==> config.mk <==
export PLATFORM = sky130hd
export DESIGN_NAME = dnn_feed_sequencer_flat
export DESIGN_NICKNAME = d
export VERILOG_FILES = /design/src/rtl/dnn_pkg.sv /design/src/rtl/dnn_feed_sequencer_if.sv /design/src/rtl/dnn_weight_streamer.sv /design/src/rtl/dnn_feed_sequencer.sv /design/src/flat_wrapper.sv
export SDC_FILE = /design/constraint.sdc
export NUM_CORES = 1
export LEC_CHECK = 0
export CORE_MARGIN = 3
export CORE_UTILIZATION = 43
export CTS_CLUSTER_DIAMETER = 150
export DETAILED_ROUTE_END_ITERATION = 8
export HOLD_SLACK_MARGIN = 0.02
export PLACE_DENSITY = 0.79
export SLEW_MARGIN = 20
export SYNTH_ARGS = -nofsm -noshare
export SYNTH_HDL_FRONTEND = slang
export SYNTH_SLANG_ARGS = --single-unit
==> constraint.sdc <==
create_clock -name clk -period 1.9 [get_ports clk]
set_input_delay 0.285 -clock clk [delete_from_list [all_inputs] [get_ports clk]]
set_output_delay 0.285 -clock clk [all_outputs]
set_load 0.01 [all_outputs]
==> src/rtl/dnn_pkg.sv <==
// Shared types and defaults for the dnn_top feed sequencer.
// Defaults mirror the reference dnn_top build.
package dnn_pkg;

    localparam int BIT_SIZE   = 4;
    localparam int W_BIT_SIZE = 4;
    localparam int NUM_IN     = 2;
    localparam int MAX_NERVES = 3;
    localparam int NUM_IMAGES = 2;
    localparam int IMAGE_SIZE = 4;
    localparam int NUM_W_ROWS = 7;

    typedef logic [MAX_NERVES*W_BIT_SIZE-1:0] weight_row_t;
    typedef logic [NUM_IN*BIT_SIZE-1:0]       pixel_beat_t;

    typedef enum logic [2:0] {
        IDLE,
        LOAD_W,
        FEED,
        PAD,
        DRAIN
    } feed_state_t;

    // Counter width that never collapses to zero bits.
    function automatic int cw(input int n);
        return (n > 1) ? $clog2(n) : 1;
    endfunction

endpackage

==> src/rtl/dnn_feed_sequencer_if.sv <==
// Weight memory, pixel stream and dnn_top signals of the sequencer.
// master = sequencer side, slave = environment side.
interface dnn_feed_sequencer_if #(
    parameter int AddrW       = 3,
    parameter int RowW        = 12,
    parameter int PixW        = 8,
    parameter int NumOfImages = 2
);
    logic [AddrW-1:0]       w_addr;
    logic                   w_rd_en;
    logic [RowW-1:0]        w_rd_data;
    logic                   pix_valid;
    logic                   pix_ready;
    logic [PixW-1:0]        pix_data;
    logic                   dnn_res_n;
    logic [RowW-1:0]        dnn_weights;
    logic [NumOfImages-1:0] dnn_in_valid;
    logic [PixW-1:0]        dnn_in_data;
    logic                   dnn_out_ready;
    logic                   dnn_out_done;

    modport master (
        output w_addr, w_rd_en,
        input  w_rd_data,
        input  pix_valid, pix_data,
        output pix_ready,
        output dnn_res_n, dnn_weights, dnn_in_valid,
        output dnn_in_data, dnn_out_ready,
        input  dnn_out_done
    );

    modport slave (
        input  w_addr, w_rd_en,
        output w_rd_data,
        output pix_valid, pix_data,
        input  pix_ready,
        input  dnn_res_n, dnn_weights, dnn_in_valid,
        input  dnn_in_data, dnn_out_ready,
        output dnn_out_done
    );

endinterface

==> src/rtl/dnn_weight_streamer.sv <==
// Walks the weight memory once and aligns returned rows
// with a valid flag; rows outside a valid read are forced to zero.
module dnn_weight_streamer #(
    parameter int NumWeightRows = 7,
    parameter int RowW          = 12,
    parameter int AddrW         = 3
) (
    input  logic             clk,
    input  logic             res,
    input  logic             go,
    output logic [AddrW-1:0] w_addr,
    output logic             w_rd_en,
    input  logic [RowW-1:0]  w_rd_data,
    output logic [RowW-1:0]  weights,
    output logic             row_valid,
    output logic             last_row
);

    localparam logic [AddrW-1:0] LastAddr = AddrW'(NumWeightRows - 1);

    logic [AddrW-1:0] row_cnt;

    always_ff @(posedge clk) begin
        if (res) begin
            w_addr    <= '0;
            w_rd_en   <= 1'b0;
            row_valid <= 1'b0;
            row_cnt   <= '0;
        end else begin
            // memory returns data one cycle after the enable
            row_valid <= w_rd_en;
            if (go) begin
                w_rd_en <= 1'b1;
                w_addr  <= '0;
            end else if (w_rd_en) begin
                if (w_addr == LastAddr)
                    w_rd_en <= 1'b0;
                else
                    w_addr <= w_addr + 1'b1;
            end
            if (go)
                row_cnt <= '0;
            else if (row_valid)
                row_cnt <= row_cnt + 1'b1;
        end
    end

    assign weights  = row_valid ? w_rd_data : '0;
    assign last_row = row_valid && (row_cnt == LastAddr);

endmodule

==> src/rtl/dnn_feed_sequencer.sv <==
// Drives one dnn_top run: weight load, pixel feed, padding,
// then waits for out_done before returning to idle.
module dnn_feed_sequencer
    import dnn_pkg::*;
#(
    parameter int BitSize        = 4,
    parameter int M_W_BitSize    = 4,
    parameter int NumIn          = 2,
    parameter int MaxNumNerves   = 3,
    parameter int NumOfImages    = 2,
    parameter int ImageSize      = 4,
    parameter int NumWeightRows  = 7,
    parameter int CyclesPerPixel = 1
) (
    input  logic                  clk,
    input  logic                  res,
    input  logic                  start,
    output logic                  busy,
    output logic                  done,
    dnn_feed_sequencer_if.master  bus
);

    localparam int RowW  = MaxNumNerves * M_W_BitSize;
    localparam int PixW  = NumIn * BitSize;
    localparam int AddrW = cw(NumWeightRows);
    localparam int BeatW = $clog2(ImageSize + 1);
    localparam int HoldW = $clog2(CyclesPerPixel + 1);
    localparam int PadW  = cw(NumOfImages);

    localparam logic [BeatW-1:0] LastBeat = BeatW'(ImageSize);
    localparam logic [HoldW-1:0] HoldLast = HoldW'(CyclesPerPixel - 1);
    localparam logic [PadW-1:0]  PadLast  =
        PadW'((NumOfImages > 1) ? NumOfImages - 2 : 0);

    feed_state_t      state;
    logic [BeatW-1:0] beat_cnt;
    logic [HoldW-1:0] hold_cnt;
    logic [PadW-1:0]  pad_cnt;
    logic [BeatW-1:0] beat_nxt;
    logic [HoldW-1:0] hold_nxt;
    logic             go;
    logic             row_valid;
    logic             last_row;
    logic             holding;

    assign go       = (state == IDLE) && start;
    assign beat_nxt = beat_cnt + 1'b1;
    assign hold_nxt = hold_cnt + 1'b1;
    assign holding  = |bus.dnn_in_valid;

    dnn_weight_streamer #(
        .NumWeightRows (NumWeightRows),
        .RowW          (RowW),
        .AddrW         (AddrW)
    ) u_streamer (
        .clk       (clk),
        .res       (res),
        .go        (go),
        .w_addr    (bus.w_addr),
        .w_rd_en   (bus.w_rd_en),
        .w_rd_data (bus.w_rd_data),
        .weights   (bus.dnn_weights),
        .row_valid (row_valid),
        .last_row  (last_row)
    );

    always_ff @(posedge clk) begin
        if (res) begin
            state             <= IDLE;
            busy              <= 1'b0;
            done              <= 1'b0;
            bus.pix_ready     <= 1'b0;
            bus.dnn_res_n     <= 1'b0;
            bus.dnn_in_valid  <= '0;
            bus.dnn_in_data   <= '0;
            bus.dnn_out_ready <= 1'b0;
            beat_cnt          <= '0;
            hold_cnt          <= '0;
            pad_cnt           <= '0;
        end else begin
            done <= 1'b0;
            unique case (state)
                IDLE: begin
                    if (start) begin
                        state <= LOAD_W;
                        busy  <= 1'b1;
                    end
                end
                LOAD_W: begin
                    if (row_valid)
                        bus.dnn_res_n <= 1'b1;
                    if (last_row) begin
                        state         <= FEED;
                        bus.pix_ready <= 1'b1;
                        beat_cnt      <= '0;
                        hold_cnt      <= '0;
                    end
                end
                FEED: begin
                    if (holding && hold_cnt != HoldLast) begin
                        hold_cnt      <= hold_nxt;
                        // ready sits on the last hold cycle so beats abut
                        bus.pix_ready <= (hold_nxt == HoldLast) &&
                                         (beat_cnt != LastBeat);
                    end else if (holding && beat_cnt == LastBeat) begin
                        bus.dnn_in_data <= '0;
                        pad_cnt         <= '0;
                        if (NumOfImages > 1) begin
                            state            <= PAD;
                            bus.dnn_in_valid <= '1;
                        end else begin
                            state             <= DRAIN;
                            bus.dnn_in_valid  <= '0;
                            bus.dnn_out_ready <= 1'b1;
                        end
                    end else if (bus.pix_valid && bus.pix_ready) begin
                        bus.dnn_in_valid <= '1;
                        bus.dnn_in_data  <= bus.pix_data;
                        hold_cnt         <= '0;
                        beat_cnt         <= beat_nxt;
                        bus.pix_ready    <= (HoldLast == '0) &&
                                            (beat_nxt != LastBeat);
                    end else begin
                        bus.dnn_in_valid <= '0;
                        bus.dnn_in_data  <= '0;
                        bus.pix_ready    <= 1'b1;
                    end
                end
                PAD: begin
                    if (pad_cnt == PadLast) begin
                        state             <= DRAIN;
                        bus.dnn_in_valid  <= '0;
                        bus.dnn_out_ready <= 1'b1;
                    end else begin
                        pad_cnt <= pad_cnt + 1'b1;
                    end
                end
                DRAIN: begin
                    if (bus.dnn_out_done) begin
                        state             <= IDLE;
                        busy              <= 1'b0;
                        done              <= 1'b1;
                        bus.dnn_out_ready <= 1'b0;
                        bus.dnn_res_n     <= 1'b0;
                    end
                end
                default: state <= IDLE;
            endcase
        end
    end

endmodule

==> src/flat_wrapper.sv <==
// flat-port wrapper written by rule: the top's interface ports become plain ports
module dnn_feed_sequencer_flat import dnn_pkg::*;
#(
    parameter int BitSize        = 4,
    parameter int M_W_BitSize    = 4,
    parameter int NumIn          = 2,
    parameter int MaxNumNerves   = 3,
    parameter int NumOfImages    = 2,
    parameter int ImageSize      = 4,
    parameter int NumWeightRows  = 7,
    parameter int CyclesPerPixel = 1
)
  (clk, res, start, busy, done, bus_w_addr, bus_w_rd_en, bus_w_rd_data, bus_pix_valid, bus_pix_data, bus_pix_ready, bus_dnn_res_n, bus_dnn_weights, bus_dnn_in_valid, bus_dnn_in_data, bus_dnn_out_ready, bus_dnn_out_done);
  dnn_feed_sequencer_if #(.AddrW(3), .RowW(12), .PixW(8), .NumOfImages(NumOfImages)) bus_i ();
  input  logic clk;
  input  logic res;
  input  logic start;
  output logic busy;
  output logic done;
  output wire logic [$bits(bus_i.w_addr)-1:0] bus_w_addr;
  output wire logic [$bits(bus_i.w_rd_en)-1:0] bus_w_rd_en;
  input wire logic [$bits(bus_i.w_rd_data)-1:0] bus_w_rd_data;
  input wire logic [$bits(bus_i.pix_valid)-1:0] bus_pix_valid;
  input wire logic [$bits(bus_i.pix_data)-1:0] bus_pix_data;
  output wire logic [$bits(bus_i.pix_ready)-1:0] bus_pix_ready;
  output wire logic [$bits(bus_i.dnn_res_n)-1:0] bus_dnn_res_n;
  output wire logic [$bits(bus_i.dnn_weights)-1:0] bus_dnn_weights;
  output wire logic [$bits(bus_i.dnn_in_valid)-1:0] bus_dnn_in_valid;
  output wire logic [$bits(bus_i.dnn_in_data)-1:0] bus_dnn_in_data;
  output wire logic [$bits(bus_i.dnn_out_ready)-1:0] bus_dnn_out_ready;
  input wire logic [$bits(bus_i.dnn_out_done)-1:0] bus_dnn_out_done;
  assign bus_w_addr = bus_i.w_addr;
  assign bus_w_rd_en = bus_i.w_rd_en;
  assign bus_i.w_rd_data = bus_w_rd_data;
  assign bus_i.pix_valid = bus_pix_valid;
  assign bus_i.pix_data = bus_pix_data;
  assign bus_pix_ready = bus_i.pix_ready;
  assign bus_dnn_res_n = bus_i.dnn_res_n;
  assign bus_dnn_weights = bus_i.dnn_weights;
  assign bus_dnn_in_valid = bus_i.dnn_in_valid;
  assign bus_dnn_in_data = bus_i.dnn_in_data;
  assign bus_dnn_out_ready = bus_i.dnn_out_ready;
  assign bus_i.dnn_out_done = bus_dnn_out_done;
  dnn_feed_sequencer #(.BitSize(BitSize), .M_W_BitSize(M_W_BitSize), .NumIn(NumIn), .MaxNumNerves(MaxNumNerves), .NumOfImages(NumOfImages), .ImageSize(ImageSize), .NumWeightRows(NumWeightRows), .CyclesPerPixel(CyclesPerPixel)) u_core (.clk(clk), .res(res), .start(start), .busy(busy), .done(done), .bus(bus_i));
endmodule
==> impl_results.md <==
- Status: complete, no violations
- Mapped Cells: 159
- Nets: 246
- Gr ovfl total: 0
- First-pass GRT wire length: 5720 µm
- Met2 Usage GRT: 0.309
- Footprint of the multi-input gates: 738 µm²
- Fillers: 282
- Synth unique cells: 38
- Critical path launch point type: register
- Max_cap viols: 0
- DR iter-0 viols: 37
- Most common cell after layout, fill and taps aside: clkdlybuf4s50_1
- Syn nets: 191
- Peak supply drop: 0.507 mV
- CTS tree: done
- Crit. End Element: output pin
- Final Hold Violating Endpoints: 0
- Static leakage: 0.750 nW
- DR vias: 1335
- Slew @ Worst Pin: 0.520 ns
- #FFs+latches synth: 29
- Busiest grt layer: met2
- Setup TNS: 0 ns
- FP Rows: 20
- Final-report max-slew violation count: 0
- Fmax: 575 MHz
- Max_slew headroom: 0.650
- RSZ-0062 raised after global routing: no
- Number of global-route vias before repair: 1289
- Synth warn: 0
- WS Path Type: register to output pin
- Num CTS Buffers: 5
- Sequential standard cell area: 584 µm²
- Detail Route Antenna Nets: 0
- Final worst path period share: 0.915
- Initial DRT Pass Iterations: 4
- Sink Count: 29
- Crit Path Max Fanout: 18
- Share of post-route cells with drive strength above 1: 0.0884
- Die width: 63.3 µm
- Seq/Total Area, Yosys: 0.411
- Asr flop ratio synth: 0
- Pin count of the biggest net entering global routing: 24
- Pwr Density: 636 nW/µm²
- Clock slew seen by the registers of the worst setup and hold paths: 0.09 ns
- Final HPWL DP: 2630 µm
- Initial antenna violation count: 0
- GR Layer Usage met3: 0.0749
- Most frequent cells in the layout: clkdlybuf4s50_1 (55), dfxtp_1 (28), nor2_1 (22), and2_1 (13), a21oi_1 (9)
- Setup-failing EPs final: 0
- Syn Std Cell Area: 1410 µm²
- # IOs: 56
- Critical Path RT: 1.62 ns
- Crit path time final: 1.74 ns
- Min-delay worst type: register to register
- Placed instance area: 1970 µm²
- GRT Total Usage: 0.182
- Final instance area: 2060 µm²
- I/O Buffers: 55
- DIE AREA: 4010 µm²
- Clock Skews: 0.00616 ns
- # Post-CTS Setup Buffers: 0
- Worst skew pair latency: 0.33 ns
- Met1 usage: 0.199
- RD Place Congestion: 0.812
- Avg Cell Area, Syn: 8.89 µm²
- CTS H-tree depth: 2
- # DRC: 0
- Hold Buf Count CTS: 0
- Via density: 5.15
- Area Growth Syn to Fin: 45.8%
- Overall routed net length: 3470 µm
- Number of flops mapped to enable cells by yosys: 0
- Top FF cell, synth: dfxtp_1
- Crit path DAT: 1.45 ns
- Die Ht: 63.3 µm
- WL/cell: 13.4 µm
- CORE AREA: 3100 µm²
- Initial core utilization: 0.456
- Clock Tree Root: clkbuf_4
- Longest Clk Path Bufs: 2
- # diodes: 0
## path summary, 6_finish.rpt
path	from	end	slack [ns]	depth (start not counted)
max	u_core.u_streamer.row_valid	bus_dnn_weights[1]	0.16	2
min	u_core.bus.dnn_out_ready	u_core.bus.dnn_out_ready	0.49	2
max reg2reg	u_core.state[2]	u_core.beat_cnt[2]	0.22	5
min reg2reg	u_core.bus.dnn_out_ready	u_core.bus.dnn_out_ready	0.49	2
## worst max-delay path, stage by stage (launching register included)
cell and delay, ns:
dfxtp_4 0.44, and2_1 0.16, clkdlybuf4s50_1 0.53
## logic make-up after synthesis
logic type | synth area share
flops | 0.411
xor+xnor | 0.0186
simple gates | 0.257
compound gates | 0.185
fa+ha+maj | 0.0619
buf+inv | 0.0672
## synthesized netlist by cell type (all sizes together) (2+ instances only)
library cell,n,area (µm²)
a2111oi,2,23.8
a211oi,6,45.0
a21oi,9,45.0
a22oi,8,60.1
a31o,2,17.5
a31oi,2,12.5
and2,13,81.3
and3,2,12.5
buf,6,53.8
clkbuf,4,15.0
dfxtp,29,581
ha,7,87.6
inv,7,26.3
nand2,9,36.3
nand3,4,20.0
nand3b,2,15.0
nor2,22,82.6
nor2b,3,18.8
nor3,4,25.0
nor3b,2,15.0
nor4,2,27.5
o21ai,3,15.0
o31a,2,18.8
xnor2,2,17.5
## routing by layer
| metal | routed length (µm) | part of all wire | vias up |
|---|---|---|---|
| met4 | 58 | 0.017 | 0 |
| met5 | 0 | 0 | - |
| li1 | - | - | 662 |
| met3 | 296 | 0.085 | 6 |
| met1 | 1440 | 0.41 | 610 |
| met2 | 1680 | 0.48 | 57 |
## state kept, by name (all words and copies together) (netlist names), 3 cells and up
register and count:
u_core.bus.dnn_in_data 8, u_core.state 3, u_core.u_streamer.w_addr 3, u_core.u_streamer.row_cnt 3
u_core.beat_cnt 3
## repair_timing
item,in CTS,in global routing
endpoints found under the setup margin,12,8
gates cloned,0,0
hold endpoints to repair,0,0
gates resized for setup,1,1
## stage by stage
stage	cells	util	hold slack, ns	power, mW	setup WS (ns)
CTS	259	0.664	0.495	1.33	0.0590
finish	259	0.665	0.495	1.31	0.162
global route	259	0.665	0.513	1.37	0.0681
floorplan	159	-	0.354	0.706	0.405
detailed placement	251	0.636	0.479	0.802	0.204
global placement	251	0.636	0.478	0.797	0.219
## power breakdown
part,total [mW],internal [mW],switching [mW]
Combinational,0.149,0.0951,0.0538
Clock,0.525,0.314,0.211
Sequential,0.637,0.620,0.0173
## final cells by class
type                       instances  share of cell area
multi-input combinational        113               0.358
sequential                        29               0.283
timing repair buffer              58               0.278
clock buffer                       7              0.0267
tap                               44              0.0267
clock inverter                     1              0.0146
inverter                           7              0.0127
(Power assumes the default switching activity.)
